## src/rtl/mic_level_detector_if.sv

```systemverilog
// Read-side handshake of the audio controller: show-ahead sample FIFO with a pop strobe.
// The controller is the master; a sample consumer such as the level detector is the slave.
interface mic_level_detector_if;
    logic        audio_in_available;
    logic [31:0] left_channel_audio_in;
    logic [31:0] right_channel_audio_in;
    logic        read_audio_in;

    modport master (
        output audio_in_available,
        output left_channel_audio_in,
        output right_channel_audio_in,
        input  read_audio_in
    );

    modport slave (
        input  audio_in_available,
        input  left_channel_audio_in,
        input  right_channel_audio_in,
        output read_audio_in
    );
endinterface

```

## src/rtl/mic_level_detector.sv

```systemverilog
// Pops stereo microphone samples, mixes them to mono and reports per-window peak level,
// zero-crossing count and a hold-off-limited clap pulse.
module mic_level_detector #(
    parameter int          WINDOW       = 4800,
    parameter logic [15:0] THRESH       = 16'h2000,
    parameter int          HOLD_WINDOWS = 5
) (
    input  logic                   CLOCK_50,
    input  logic                   resetn,
    input  logic                   en,
    mic_level_detector_if.slave    aud,
    output logic [15:0]            level,
    output logic [15:0]            zc_count,
    output logic                   level_valid,
    output logic                   clap
);

    localparam int              CW        = $clog2(WINDOW);
    localparam int              HW        = (HOLD_WINDOWS < 1) ? 1 : $clog2(HOLD_WINDOWS + 1);
    localparam logic [CW-1:0]   CNT_LAST  = CW'(WINDOW - 1);
    localparam logic [HW-1:0]   HOLD_LOAD = HW'(HOLD_WINDOWS);

    typedef enum logic [1:0] {IDLE, POP, CALC, REPORT} state_t;

    state_t             state_q, state_d;
    logic signed [31:0] left_q, left_d, right_q, right_d;
    logic [15:0]        peak_q, peak_d, zc_q, zc_d;
    logic [CW-1:0]      cnt_q, cnt_d;
    logic [HW-1:0]      hold_q, hold_d;
    logic               first_q, first_d, sign_q, sign_d;
    logic               read_q, read_d;
    logic [15:0]        level_q, level_d, zc_count_q, zc_count_d;
    logic               level_valid_q, level_valid_d, clap_q, clap_d;

    logic signed [31:0] mono_s;
    logic [15:0]        abs_hi_s;
    logic               crossing_s;

    // Mono mix and upper half of |mono|; the negation is folded into the top 16 bits so
    // the most negative mono value saturates instead of wrapping.
    always_comb begin
        mono_s = (left_q >>> 1) + (right_q >>> 1);
        if (mono_s == 32'sh8000_0000) begin
            abs_hi_s = 16'h7FFF;
        end else if (mono_s[31]) begin
            abs_hi_s = ~mono_s[31:16] + {15'd0, (mono_s[15:0] == 16'h0000)};
        end else begin
            abs_hi_s = mono_s[31:16];
        end
        crossing_s = !first_q && (mono_s[31] != sign_q);
    end

    // Next-state and datapath updates for the pop/measure sequence.
    always_comb begin
        state_d       = state_q;
        left_d        = left_q;
        right_d       = right_q;
        peak_d        = peak_q;
        zc_d          = zc_q;
        cnt_d         = cnt_q;
        hold_d        = hold_q;
        first_d       = first_q;
        sign_d        = sign_q;
        read_d        = 1'b0;
        level_d       = level_q;
        zc_count_d    = zc_count_q;
        level_valid_d = 1'b0;
        clap_d        = 1'b0;
        case (state_q)
            IDLE: begin
                if (!en) begin
                    peak_d  = 16'h0000;
                    zc_d    = 16'h0000;
                    cnt_d   = {CW{1'b0}};
                    first_d = 1'b1;
                end else if (aud.audio_in_available) begin
                    left_d  = aud.left_channel_audio_in;
                    right_d = aud.right_channel_audio_in;
                    read_d  = 1'b1;
                    state_d = POP;
                end else begin
                    state_d = IDLE;
                end
            end
            POP: begin
                state_d = CALC;
            end
            CALC: begin
                if (abs_hi_s > peak_q) begin
                    peak_d = abs_hi_s;
                end else begin
                    peak_d = peak_q;
                end
                if (crossing_s && (zc_q != 16'hFFFF)) begin
                    zc_d = zc_q + 16'd1;
                end else begin
                    zc_d = zc_q;
                end
                sign_d  = mono_s[31];
                first_d = 1'b0;
                cnt_d   = cnt_q + CW'(1);
                if (cnt_q == CNT_LAST) begin
                    state_d = REPORT;
                end else begin
                    state_d = IDLE;
                end
            end
            REPORT: begin
                level_d       = peak_q;
                zc_count_d    = zc_q;
                level_valid_d = 1'b1;
                if ((peak_q >= THRESH) && (hold_q == {HW{1'b0}})) begin
                    clap_d = 1'b1;
                    hold_d = HOLD_LOAD;
                end else if (hold_q != {HW{1'b0}}) begin
                    hold_d = hold_q - HW'(1);
                end else begin
                    hold_d = hold_q;
                end
                // The sign survives so a crossing over the window boundary is still counted.
                peak_d  = 16'h0000;
                zc_d    = 16'h0000;
                cnt_d   = {CW{1'b0}};
                state_d = IDLE;
            end
            default: begin
                state_d = IDLE;
            end
        endcase
    end

    // State and output registers.
    always_ff @(posedge CLOCK_50 or negedge resetn) begin
        if (!resetn) begin
            state_q       <= IDLE;
            left_q        <= 32'sd0;
            right_q       <= 32'sd0;
            peak_q        <= 16'h0000;
            zc_q          <= 16'h0000;
            cnt_q         <= {CW{1'b0}};
            hold_q        <= {HW{1'b0}};
            first_q       <= 1'b1;
            sign_q        <= 1'b0;
            read_q        <= 1'b0;
            level_q       <= 16'h0000;
            zc_count_q    <= 16'h0000;
            level_valid_q <= 1'b0;
            clap_q        <= 1'b0;
        end else begin
            state_q       <= state_d;
            left_q        <= left_d;
            right_q       <= right_d;
            peak_q        <= peak_d;
            zc_q          <= zc_d;
            cnt_q         <= cnt_d;
            hold_q        <= hold_d;
            first_q       <= first_d;
            sign_q        <= sign_d;
            read_q        <= read_d;
            level_q       <= level_d;
            zc_count_q    <= zc_count_d;
            level_valid_q <= level_valid_d;
            clap_q        <= clap_d;
        end
    end

    assign aud.read_audio_in = read_q;
    assign level             = level_q;
    assign zc_count          = zc_count_q;
    assign level_valid       = level_valid_q;
    assign clap              = clap_q;

endmodule
```

## src/flat_wrapper.sv

```systemverilog
// flat-port wrapper written by rule: the top's interface ports become plain ports
module mic_level_detector_flat 
#(
    parameter int          WINDOW       = 4800,
    parameter logic [15:0] THRESH       = 16'h2000,
    parameter int          HOLD_WINDOWS = 5
)
  (CLOCK_50, resetn, en, level, zc_count, level_valid, clap, aud_audio_in_available, aud_left_channel_audio_in, aud_right_channel_audio_in, aud_read_audio_in);
  mic_level_detector_if aud_i ();
  input  logic CLOCK_50;
  input  logic resetn;
  input  logic en;
  output logic [15:0] level;
  output logic [15:0] zc_count;
  output logic level_valid;
  output logic clap;
  input wire logic [$bits(aud_i.audio_in_available)-1:0] aud_audio_in_available;
  input wire logic [$bits(aud_i.left_channel_audio_in)-1:0] aud_left_channel_audio_in;
  input wire logic [$bits(aud_i.right_channel_audio_in)-1:0] aud_right_channel_audio_in;
  output wire logic [$bits(aud_i.read_audio_in)-1:0] aud_read_audio_in;
  assign aud_i.audio_in_available = aud_audio_in_available;
  assign aud_i.left_channel_audio_in = aud_left_channel_audio_in;
  assign aud_i.right_channel_audio_in = aud_right_channel_audio_in;
  assign aud_read_audio_in = aud_i.read_audio_in;
  mic_level_detector #(.WINDOW(WINDOW), .THRESH(THRESH), .HOLD_WINDOWS(HOLD_WINDOWS)) u_core (.CLOCK_50(CLOCK_50), .resetn(resetn), .en(en), .aud(aud_i), .level(level), .zc_count(zc_count), .level_valid(level_valid), .clap(clap));
endmodule
```

## config.mk

```make
export PLATFORM = sky130hd
export DESIGN_NAME = mic_level_detector_flat
export DESIGN_NICKNAME = d
export VERILOG_FILES = /design/src/rtl/mic_level_detector_if.sv /design/src/rtl/mic_level_detector.sv /design/src/flat_wrapper.sv
export SDC_FILE = /design/constraint.sdc
export NUM_CORES = 1
export LEC_CHECK = 0
export BUFFER_PORTS_ARGS = -buffer_cell sky130_fd_sc_hd__buf_2
export CORE_MARGIN = 2
export CORE_UTILIZATION = 30
export CTS_BUF_LIST = sky130_fd_sc_hd__clkbuf_4 sky130_fd_sc_hd__clkbuf_8
export DETAILED_ROUTE_END_ITERATION = 8
export PLACE_DENSITY = 0.49
export SLEW_MARGIN = 15
export SYNTH_ARGS = -nofsm -noshare
export SYNTH_HDL_FRONTEND = slang
export SYNTH_SLANG_ARGS = --single-unit
```

## constraint.sdc

```tcl
create_clock -name CLOCK_50 -period 6.78 [get_ports CLOCK_50]
set_input_delay 1.695 -clock CLOCK_50 [delete_from_list [all_inputs] [get_ports CLOCK_50]]
set_output_delay 1.695 -clock CLOCK_50 [all_outputs]
set_load 0.05 [all_outputs]
```

**Yosys cells after proc, flatten, opt, wreduce, memory -nomap -nowiden**

Cells that the tools add are included.

- Flip-flop bits (word level): 151
- Bits of input ports: 68
- Output and inout port bits: 35
- Logic and storage cells: 73

- Add/sub/neg operators: 5
- $lt $le $gt $ge: 2
- Equal/unequal tests: 11
- Muxes and demuxes: 23
- Bitwise gates (word level): 1
- Reduce and logical (&&, ||, !) cells: 17

Operators with widths:

| operator | number |
|---|---|
| $pmux W16 S3 | 2 |
| $mux W16 | 5 |
| $pmux W13 S3 | 1 |
| $add A31 B31 Y32 | 1 |
| $eq A32 B32 Y1 const B | 1 |
| $add A16 B1 Y16 | 1 |
| $add A16 B1 Y16 const B | 1 |
| $ge A16 B14 Y1 const B | 1 |
| $gt A16 B16 Y1 | 1 |
| $logic_not A16 Y1 | 1 |
| $ne A16 B16 Y1 const B | 1 |
| $not A16 Y16 | 1 |
| $add A13 B1 Y13 const B | 1 |
| $eq A13 B13 Y1 const B | 1 |
| $mux W13 | 1 |
| $reduce_and A3 Y1 | 3 |
| $mux W1 | 8 |
| $pmux W2 S4 | 1 |
| $mux W3 | 2 |
| $reduce_and A2 Y1 | 3 |
| $reduce_bool A3 Y1 | 2 |
| $eq A2 B2 Y1 const B | 2 |
| $mux W2 | 2 |
| $ne A2 B1 Y1 const B | 2 |
| other kinds (10) | 14 |

**Longest topological paths before layout**

Gate-level depths: netlist of run 1.

- Depth in word-level cells: 8
- Depth in mapped cells: 29
- Depth with buffers taken out: 28

**Worst setup path before layout of run 1**

No wires, ideal clock.

- Path kind: reg-to-reg
- Start: register u_core.right_q[1]
- End: register u_core.peak_q[10]
- Setup time: 0.066 ns
- Arrival time: 5.807 ns
- Required time: 6.714 ns
- Setup slack: 0.907 ns
- Cell stages (with the launch flop): 29
- Path buffers: 1
- Clock period less this slack: 5.873 ns
- Path through: dfrtp_1 ha_1 fa_1 xor2_1 or4_1 a21oi_1 o31ai_1 nor3_1 and4_1 and4_1 ha_1 ha_1 nand3b_1 or2_2 o21a_1 xnor2_1 nand2_1 ha_1 a21o_1 a21o_1 a21o_1 a21o_1 a21o_1 a21oi_1 nor2b_1 o22ai_1 a21o_1 dlygate4sd3_1 a22o_1

- Cells in the longest elaborated chain, start to end: 8
- Elaborated cells between the ends (all ways): 12
- Classes of those cells: add/sub (2); order compare (1); eq/ne (2); mux (4); bitwise (1); reduce/logical (2)

RTL lines:

| item | line | source |
|---|---|---|
| from (decl) | mic_level_detector.sv:26 | `logic signed [31:0] left_q, left_d, right_q, right_d;` |
| from (signal assigned) | mic_level_detector.sv:152 | `right_q <= right_d;` |
| $add A31 B31 Y32 * | mic_level_detector.sv:42 | `mono_s = (left_q >>> 1) + (right_q >>> 1);` |
| $logic_not A16 Y1 or $not A16 Y16 (tied branches) | mic_level_detector.sv:46 | `abs_hi_s = ~mono_s[31:16] + {15'd0, (mono_s[15:0] == 16'h0000)};` |
| $add A16 B1 Y16 | mic_level_detector.sv:46 |  |
| $mux W16 | mic_level_detector.sv:45 | `end else if (mono_s[31]) begin` |
| $mux W16 * | mic_level_detector.sv:43 | `if (mono_s == 32'sh8000_0000) begin` |
| $gt A16 B16 Y1 | mic_level_detector.sv:89 | `if (abs_hi_s > peak_q) begin` |
| $ne A2 B1 Y1 (no source line) | n/a |  |
| $reduce_and A3 Y1 (no source line) | n/a |  |
| to (signal assigned) | mic_level_detector.sv:153 | `peak_q <= peak_d;` |
| to (decl) | mic_level_detector.sv:27 | `logic [15:0] peak_q, peak_d, zc_q, zc_d;` |

Every way passes the cells marked *; elsewhere a longest branch is shown, timed or not. The select of a mux whose other input is x is not followed.
A chain may end at the register's enable or synchronous reset.

**Final worst setup path of run 1**

- Start: register u_core.right_q[1]
- End: register u_core.peak_q[12]

Same word-level chain as after synthesis.

==> flow_summary_export.csv, run 1 <==
group,metric,value,unit
cts,cts-buffers-inserted,17,
critical_path,max_stage_delay,400,ps
logic_synthesis,synth_ff_type,"dfrtp_1",
global_routing,grt_pass1_vias,6817,
cells_and_area,nets,1149,
logic_synthesis,synthesis.nets,1059,
critical_path,slowest_stage,"fa_1",
cts,clkSinkCount,149,
detailed_routing,via_per_inst,4.91,
critical_path,crit_buf_inv,2,
logic_synthesis,synth_edf_count,0,
timing,setup_tns,0,ps
logic_synthesis,yosys_warnings,0,
cells_and_area,multi_input_area,4880,um^2
floorplan,core_area,28900,um^2
power_and_ir_drop,ir_drop,0.000182,V
outcome,status,"finished, final reports clean",
timing,clock_skew,16.7,ps
global_routing,grt_pass1_wl,35100,um
cells_and_area,syn_to_final_growth,15.1,%
cts,clk_path_buf_depth,2,
timing,drv_slew,0,
floorplan,rows,62,
detailed_routing,postRouteAntennaNets,0,
cells_and_area,mostFrequentLayoutCells,"dfrtp_1 (148), nand2_1 (142), buf_2 (99)",
cts,tritoncts,"yes",
critical_path,r2r_setup_slack,490,ps
logic_synthesis,netlist_area,8880,um^2
placed_design,place.gp.congestion,0.843,
power_and_ir_drop,p_total,5.38,mW
detailed_routing,vias,6991,
global_routing,grt.total_usage,14.1,%
critical_path,path_max_fanout,15,
floorplan,initial_utilization,30.7,%
flow_run,maxCapViolCount,0,
timing,clock.fmax,159,MHz
critical_path,critPathTopFamily,"compound AO/OA/AOI/OAI gates",
timing,min_period,6290,ps
cells_and_area,n_antenna_cell,0,
logic_synthesis,postSynthAreaPerCell,9.47,um^2
critical_path,start_kind,"flop",
detailed_routing,drt_drc_violations_left,0,
timing,rsz0062_at_grt,"no",
logic_synthesis,ys_ff_latch,149,
critical_path,path_class,"reg -> reg",
cts,ctsRootBufferMaster,"clkbuf_8",
logic_synthesis,synthCells,937,
timing,slew_headroom,39.1,%
floorplan,ioPinCount,103,
floorplan,die_area,31000,um^2
floorplan,dieHeight,176,um
cells_and_area,layout-drive-gt1-share,21.6,%
cells_and_area,register_area,3730,um^2
placed_design,dp_hpwl,15500,um
logic_synthesis,async_reset_ff_share,100,%
timing,worst_pin_slew,912,ps
global_routing,grt_overflow,0,
critical_path,required,7130,ps
cts,clk_latency,470,ps
detailed_routing,first_pass_iters,4,
timing,finalCritPeriodShare,92.8,%
floorplan,fp.dieW,176,um
cts,h-tree-depth,4,
logic_synthesis,synth.distinct_cells,72,
detailed_routing,wl_per_cell,14.6,um
global_routing,antenna_found_initial,0,
cts,clkTransAtPathRegs,100,ps
cells_and_area,final_common_cell,"dfrtp_1",
cells_and_area,num-fill-cells,3014,
timing,final-hold-violation-count,0,
global_routing,grt_max_degree,97,
critical_path,critPathMostFrequentCell,"a21o_1",
critical_path,worstPathArrival,6640,ps
logic_synthesis,ys_seq_area_share,42.0,%
power_and_ir_drop,power_density,526,nW/um^2
critical_path,critical_path.endpoint_type,"flop",
detailed_routing,drt_iter0_drc,460,
cts,hold_buffers,0,
placed_design,port_buffers,100,
min_path,hp-class,"reg -> reg",
power_and_ir_drop,p_leak,4.69,nW
detailed_routing,wl,20800,um
timing,setup_viol,0,
==> power by group <==
group / switching [mW] / total, mW / internal (mW)
Combinational: 1.97 / 3.35 / 1.38
Sequential: 0.127 / 1.22 / 1.09
Clock: 0.387 / 0.811 / 0.424
Total: 2.49 / 5.38 / 2.89
==> final timing paths <==
| check | start | endpoint | depth (start not counted) |
|---|---|---|---|
| worst max-delay path | u_core.right_q[1]$_DFFE_PN0P_ | u_core.peak_q[12]$_DFFE_PN0P_ | 29 |
| worst max register to register | u_core.right_q[1]$_DFFE_PN0P_ | u_core.peak_q[12]$_DFFE_PN0P_ | 29 |
| worst min-delay path | u_core.zc_count[12]$_DFFE_PN0P_ | u_core.zc_count[12]$_DFFE_PN0P_ | 2 |
| max in group asynchronous | resetn | u_core.zc_q[11]$_DFFE_PN0P_ | 2 |
| worst min register to register | u_core.zc_count[12]$_DFFE_PN0P_ | u_core.zc_count[12]$_DFFE_PN0P_ | 2 |
| min in group asynchronous | resetn | u_core.right_q[4]$_DFFE_PN0P_ | 1 |
==> state kept, by name, indices dropped and copies added, names as in the netlist <==
signal,count
u_core.sign_q,1
u_core.level,16
u_core.zc_count,16
u_core.first_q,1
u_core.right_q,31
u_core.state_q,2
u_core.hold_q,3
u_core.zc_q,16
u_core.cnt_q,13
u_core.level_valid,1
u_core.clap,1
u_core.left_q,31
u_core.aud.read_audio_in,1
u_core.peak_q,16
==> layer usage <==
layer,up-vias,share of wire (%),routed length (um),GRT usage (%)
met2,106,45,9340,21.8
met4,0,1.2,240,4.10
li1,3545,-,-,-
met3,13,3.0,619,3.01
met1,3327,51,10600,19.9
met5,-,0,0,0
==> through the flow <==
stage | cell area, um^2 | utilization, % | hold slack, ps | std cells | setup WS (ps)
2_1_floorplan | 8880 | - | 421 | 937 | 907
4_1_cts | 10200 | 35.2 | 472 | 1423 | 449
5_1_grt | 10200 | 35.3 | 493 | 1424 | 49.7
3_3_place_gp | 9730 | 33.6 | 452 | 1391 | 605
3_5_place_dp | 9730 | 33.6 | 452 | 1391 | 488
6_report | 10200 | 35.3 | 474 | 1424 | 489
==> synthesized netlist by cell type (3+ instances only) <==
cell type | count | area (um^2)
nor3_1 | 16 | 80.1
nor2_1 | 70 | 263
nand2_1 | 142 | 533
ha_1 | 53 | 663
o21ai_0 | 66 | 330
a211oi_1 | 8 | 60.1
and4_1 | 8 | 70.1
or4_1 | 3 | 22.5
and2_1 | 6 | 37.5
dfrtp_1 | 148 | 3700
and3_1 | 18 | 113
a21oi_1 | 50 | 250
o31ai_1 | 6 | 45.0
nand2b_1 | 4 | 25.0
xor2_1 | 19 | 166
a31oi_1 | 8 | 50.1
nand3_1 | 22 | 110
inv_1 | 29 | 109
o21a_1 | 10 | 75.1
buf_6 | 3 | 33.8
xnor2_1 | 26 | 228
or2_2 | 4 | 25.0
nor3b_1 | 3 | 22.5
a21o_1 | 15 | 113
clkbuf_1 | 26 | 97.6
nor2b_1 | 5 | 31.3
nand4_1 | 17 | 106
a21boi_0 | 5 | 37.5
a22o_1 | 16 | 140
mux2i_1 | 3 | 30.0
or3_1 | 5 | 31.3
o211ai_1 | 6 | 45.0
a211o_1 | 3 | 26.3
mux2_2 | 63 | 709
==> final cells by class <==
class / instances / share of cell area (%)
clock inverter: 14 / 2.09
sequential: 149 / 36.5
tap: 384 / 4.70
timing repair buffer: 105 / 5.45
inverter: 29 / 1.10
multi-input combinational: 725 / 47.7
clock buffer: 18 / 2.42
==> timing repair <==
action,in CTS,in global routing
setup endpoints to repair,0,10
resized for setup,0,2
setup buffers,0,1
==> worst register-to-register path, delay by kind of cell, from the launching register on <==
family / cells / cell delay, ps
simple gates: 8 / 1430
fa+ha+maj: 5 / 1230
flops: 1 / 390
xor+xnor: 2 / 390
compound gates: 12 / 2460
buf+inv: 2 / 240
==> logic make-up after synthesis <==
kind of cell,after synthesis,share of synthesized area (%)
simple gates,341,18.4
compound gates,219,16.0
mux,66,8.33
flops,149,42.0
fa+ha+maj,54,7.70
xor+xnor,45,4.44
buf+inv,63,3.07
Note: power is estimated with default switching activity, not from simulation.
==> inputs of run 2 (changes only) <==
Settings changed: BUFFER_PORTS_ARGS -buffer_cell sky130_fd_sc_hd__buf_2 to -buffer_cell sky130_fd_sc_hd__buf_4.
==> flow_summary_export.csv, run 2 (same netlist as run 1, synthesis figures left out) <==
group,metric,value,unit
cts,clk_path_buf_depth,2,
detailed_routing,first_pass_iters,4,
detailed_routing,wl_per_cell,14.7,um
cells_and_area,nets,1150,
cts,hold_buffers,0,
timing,final-hold-violation-count,0,
critical_path,path_class,"reg -> reg",
cts,cts_resized,0,
timing,min_period,6290,ps
cts,cts-buffers-inserted,17,
cells_and_area,mostFrequentLayoutCells,"dfrtp_1 (148), nand2_1 (142), buf_4 (105)",
timing,finalCritPeriodShare,92.8,%
floorplan,dieHeight,176,um
power_and_ir_drop,clkPwrFrac,13.6,%
floorplan,die_area,31000,um^2
power_and_ir_drop,power.switching,2.52,mW
timing,setup_slack,488,ps
cells_and_area,n_antenna_cell,0,
power_and_ir_drop,p_total,5.28,mW
power_and_ir_drop,switching_share,47.7,%
critical_path,start_kind,"flop",
min_path,hp-class,"reg -> reg",
power_and_ir_drop,pwr-share-comb,63.3,%
power_and_ir_drop,p_leak,4.73,nW
cells_and_area,reg_top3,"u_core.left_q: 31 flops, u_core.right_q: 31 flops",
cts,tritoncts,"yes",
cts,h-tree-depth,4,
critical_path,worstPathArrival,6670,ps
timing,drv_slew,0,
placed_design,port_buffers,100,
flow_run,maxCapViolCount,0,
timing,rsz0062_at_grt,"no",
cts,clkSinkCount,149,
floorplan,fp.dieW,176,um
global_routing,grt_pass1_vias,6851,
timing,clock_skew,33.9,ps
outcome,status,"finished, final reports clean",
global_routing,grt_pass1_wl,35700,um
power_and_ir_drop,p_int,2.76,mW
global_routing,grt_max_degree,64,
timing,slew_headroom,37.1,%
floorplan,initial_utilization,30.7,%
detailed_routing,drt_iter0_drc,342,
floorplan,core_area,28900,um^2
detailed_routing,vias,7009,
cts,clkTransAtPathRegs,100,ps
power_and_ir_drop,pwr-share-seq,23.0,%
detailed_routing,wl,21000,um
floorplan,ioPinCount,103,
global_routing,antenna_found_initial,0,
timing,setup_tns,0,ps
cts,ctsRootBufferMaster,"clkbuf_8",
placed_design,post-place-ws,535,ps
timing,worst_pin_slew,939,ps
cells_and_area,post-route-util,36.0,%
detailed_routing,via_per_inst,4.92,
floorplan,rows,62,
global_routing,grt_overflow,0,
cells_and_area,syn_to_final_growth,17.3,%
cts,post-cts-setup-buffers,0,
critical_path,required,7160,ps
critical_path,critical_path.endpoint_type,"flop",
detailed_routing,postRouteAntennaNets,0,
cells_and_area,layout-drive-gt1-share,21.5,%
cells_and_area,final_common_cell,"dfrtp_1",
power_and_ir_drop,power_density,507,nW/um^2
power_and_ir_drop,ir_drop,0.000180,V
critical_path,path_max_fanout,16,
global_routing,grt.total_usage,14.2,%
detailed_routing,drt_drc_violations_left,0,
timing,setup_viol,0,
placed_design,dp_hpwl,15600,um
placed_design,place.gp.congestion,0.842,
timing,clock.fmax,159,MHz
cts,clk_latency,470,ps
## run 2: cell count changes in the layout (fill, tap and decap cells not counted), sizes merged
cell / delta
clkbuf: -1
clkinv: +4
buf: +1
clkinvlp: +1
bufinv: -4
## run 2: path summary, 6_finish.rpt
| path | startpoint | slack [ps] | depth (start not counted) | to |
|---|---|---|---|---|
| max | u_core.right_q[1]$_DFFE_PN0P_ | 490 | 27 | u_core.peak_q[2]$_DFFE_PN0P_ |
| min | u_core.hold_q[2]$_DFFE_PN0P_ | 480 | 1 | u_core.clap$_DFF_PN0_ |
| max reg2reg | u_core.right_q[1]$_DFFE_PN0P_ | 490 | 27 | u_core.peak_q[2]$_DFFE_PN0P_ |
| min reg2reg | u_core.hold_q[2]$_DFFE_PN0P_ | 480 | 1 | u_core.clap$_DFF_PN0_ |
| max in group asynchronous | resetn | 4510 | 2 | u_core.left_q[17]$_DFFE_PN0P_ |
| min in group asynchronous | resetn | 1130 | 1 | u_core.level[9]$_DFFE_PN0P_ |
## run 2: cell type report
| cell class | count | area, um^2 |
|---|---|---|
| clock inverters | 15 | 184 |
| well taps | 384 | 480 |
| multi-input cells | 725 | 4870 |
| repair buffers | 106 | 800 |
| inverters | 29 | 109 |
| clock buffers | 17 | 234 |
| flip-flops and latches | 149 | 3730 |
| fillers | 2990 | 18500 |
## run 2: per-stage QoR
step / instance area, um^2 / instances / hold WS [ps]
6_report: 10400 / 1425 / 477
5_1_grt: 10400 / 1425 / 472
4_1_cts: 10400 / 1425 / 461
3_5_place_dp: 9990 / 1393 / 449
3_3_place_gp: 9990 / 1393 / 440
2_1_floorplan: 8880 / 937 / 421
## run 2: layer usage
layer  up-vias  track usage (%)  part of all wire (%)
met2        97             22.0                    44
li1       3552                -                     -
met3        20             2.50                   2.9
met1      3340             20.4                    52
met5         -                0                     0
met4         0             3.93                   1.5
## run 2: power by group through the flow
stage	clock network (mW)	registers [mW]	logic, mW
final	0.720	1.22	3.35
after detailed placement	0	1.24	3.34
after global placement	0	1.23	3.32
after CTS	0.747	1.22	3.36
after floorplan	0	1.31	2.49
after global routing	0.787	1.25	3.79
## run 2: critical path, cell delays in order, from the launching register on
cell      delay, ps
dfrtp_1         390
ha_1            250
fa_1            410
a21oi_1         270
o221a_2         310
o41a_1          250
nand2_1         150
xnor2_1         220
and4_1          190
and4_1          230
ha_1            200
ha_1            180
nand3b_1        150
or2_2           360
o21a_1          190
xnor2_1         180
nand2_1         130
ha_1            210
a21o_1          170
a21o_1          160
a21o_1          170
a21o_1          170
a21o_1          170
a21oi_1         140
nor2b_1          60
o22ai_1         170
a21o_1          530
a22o_1          220
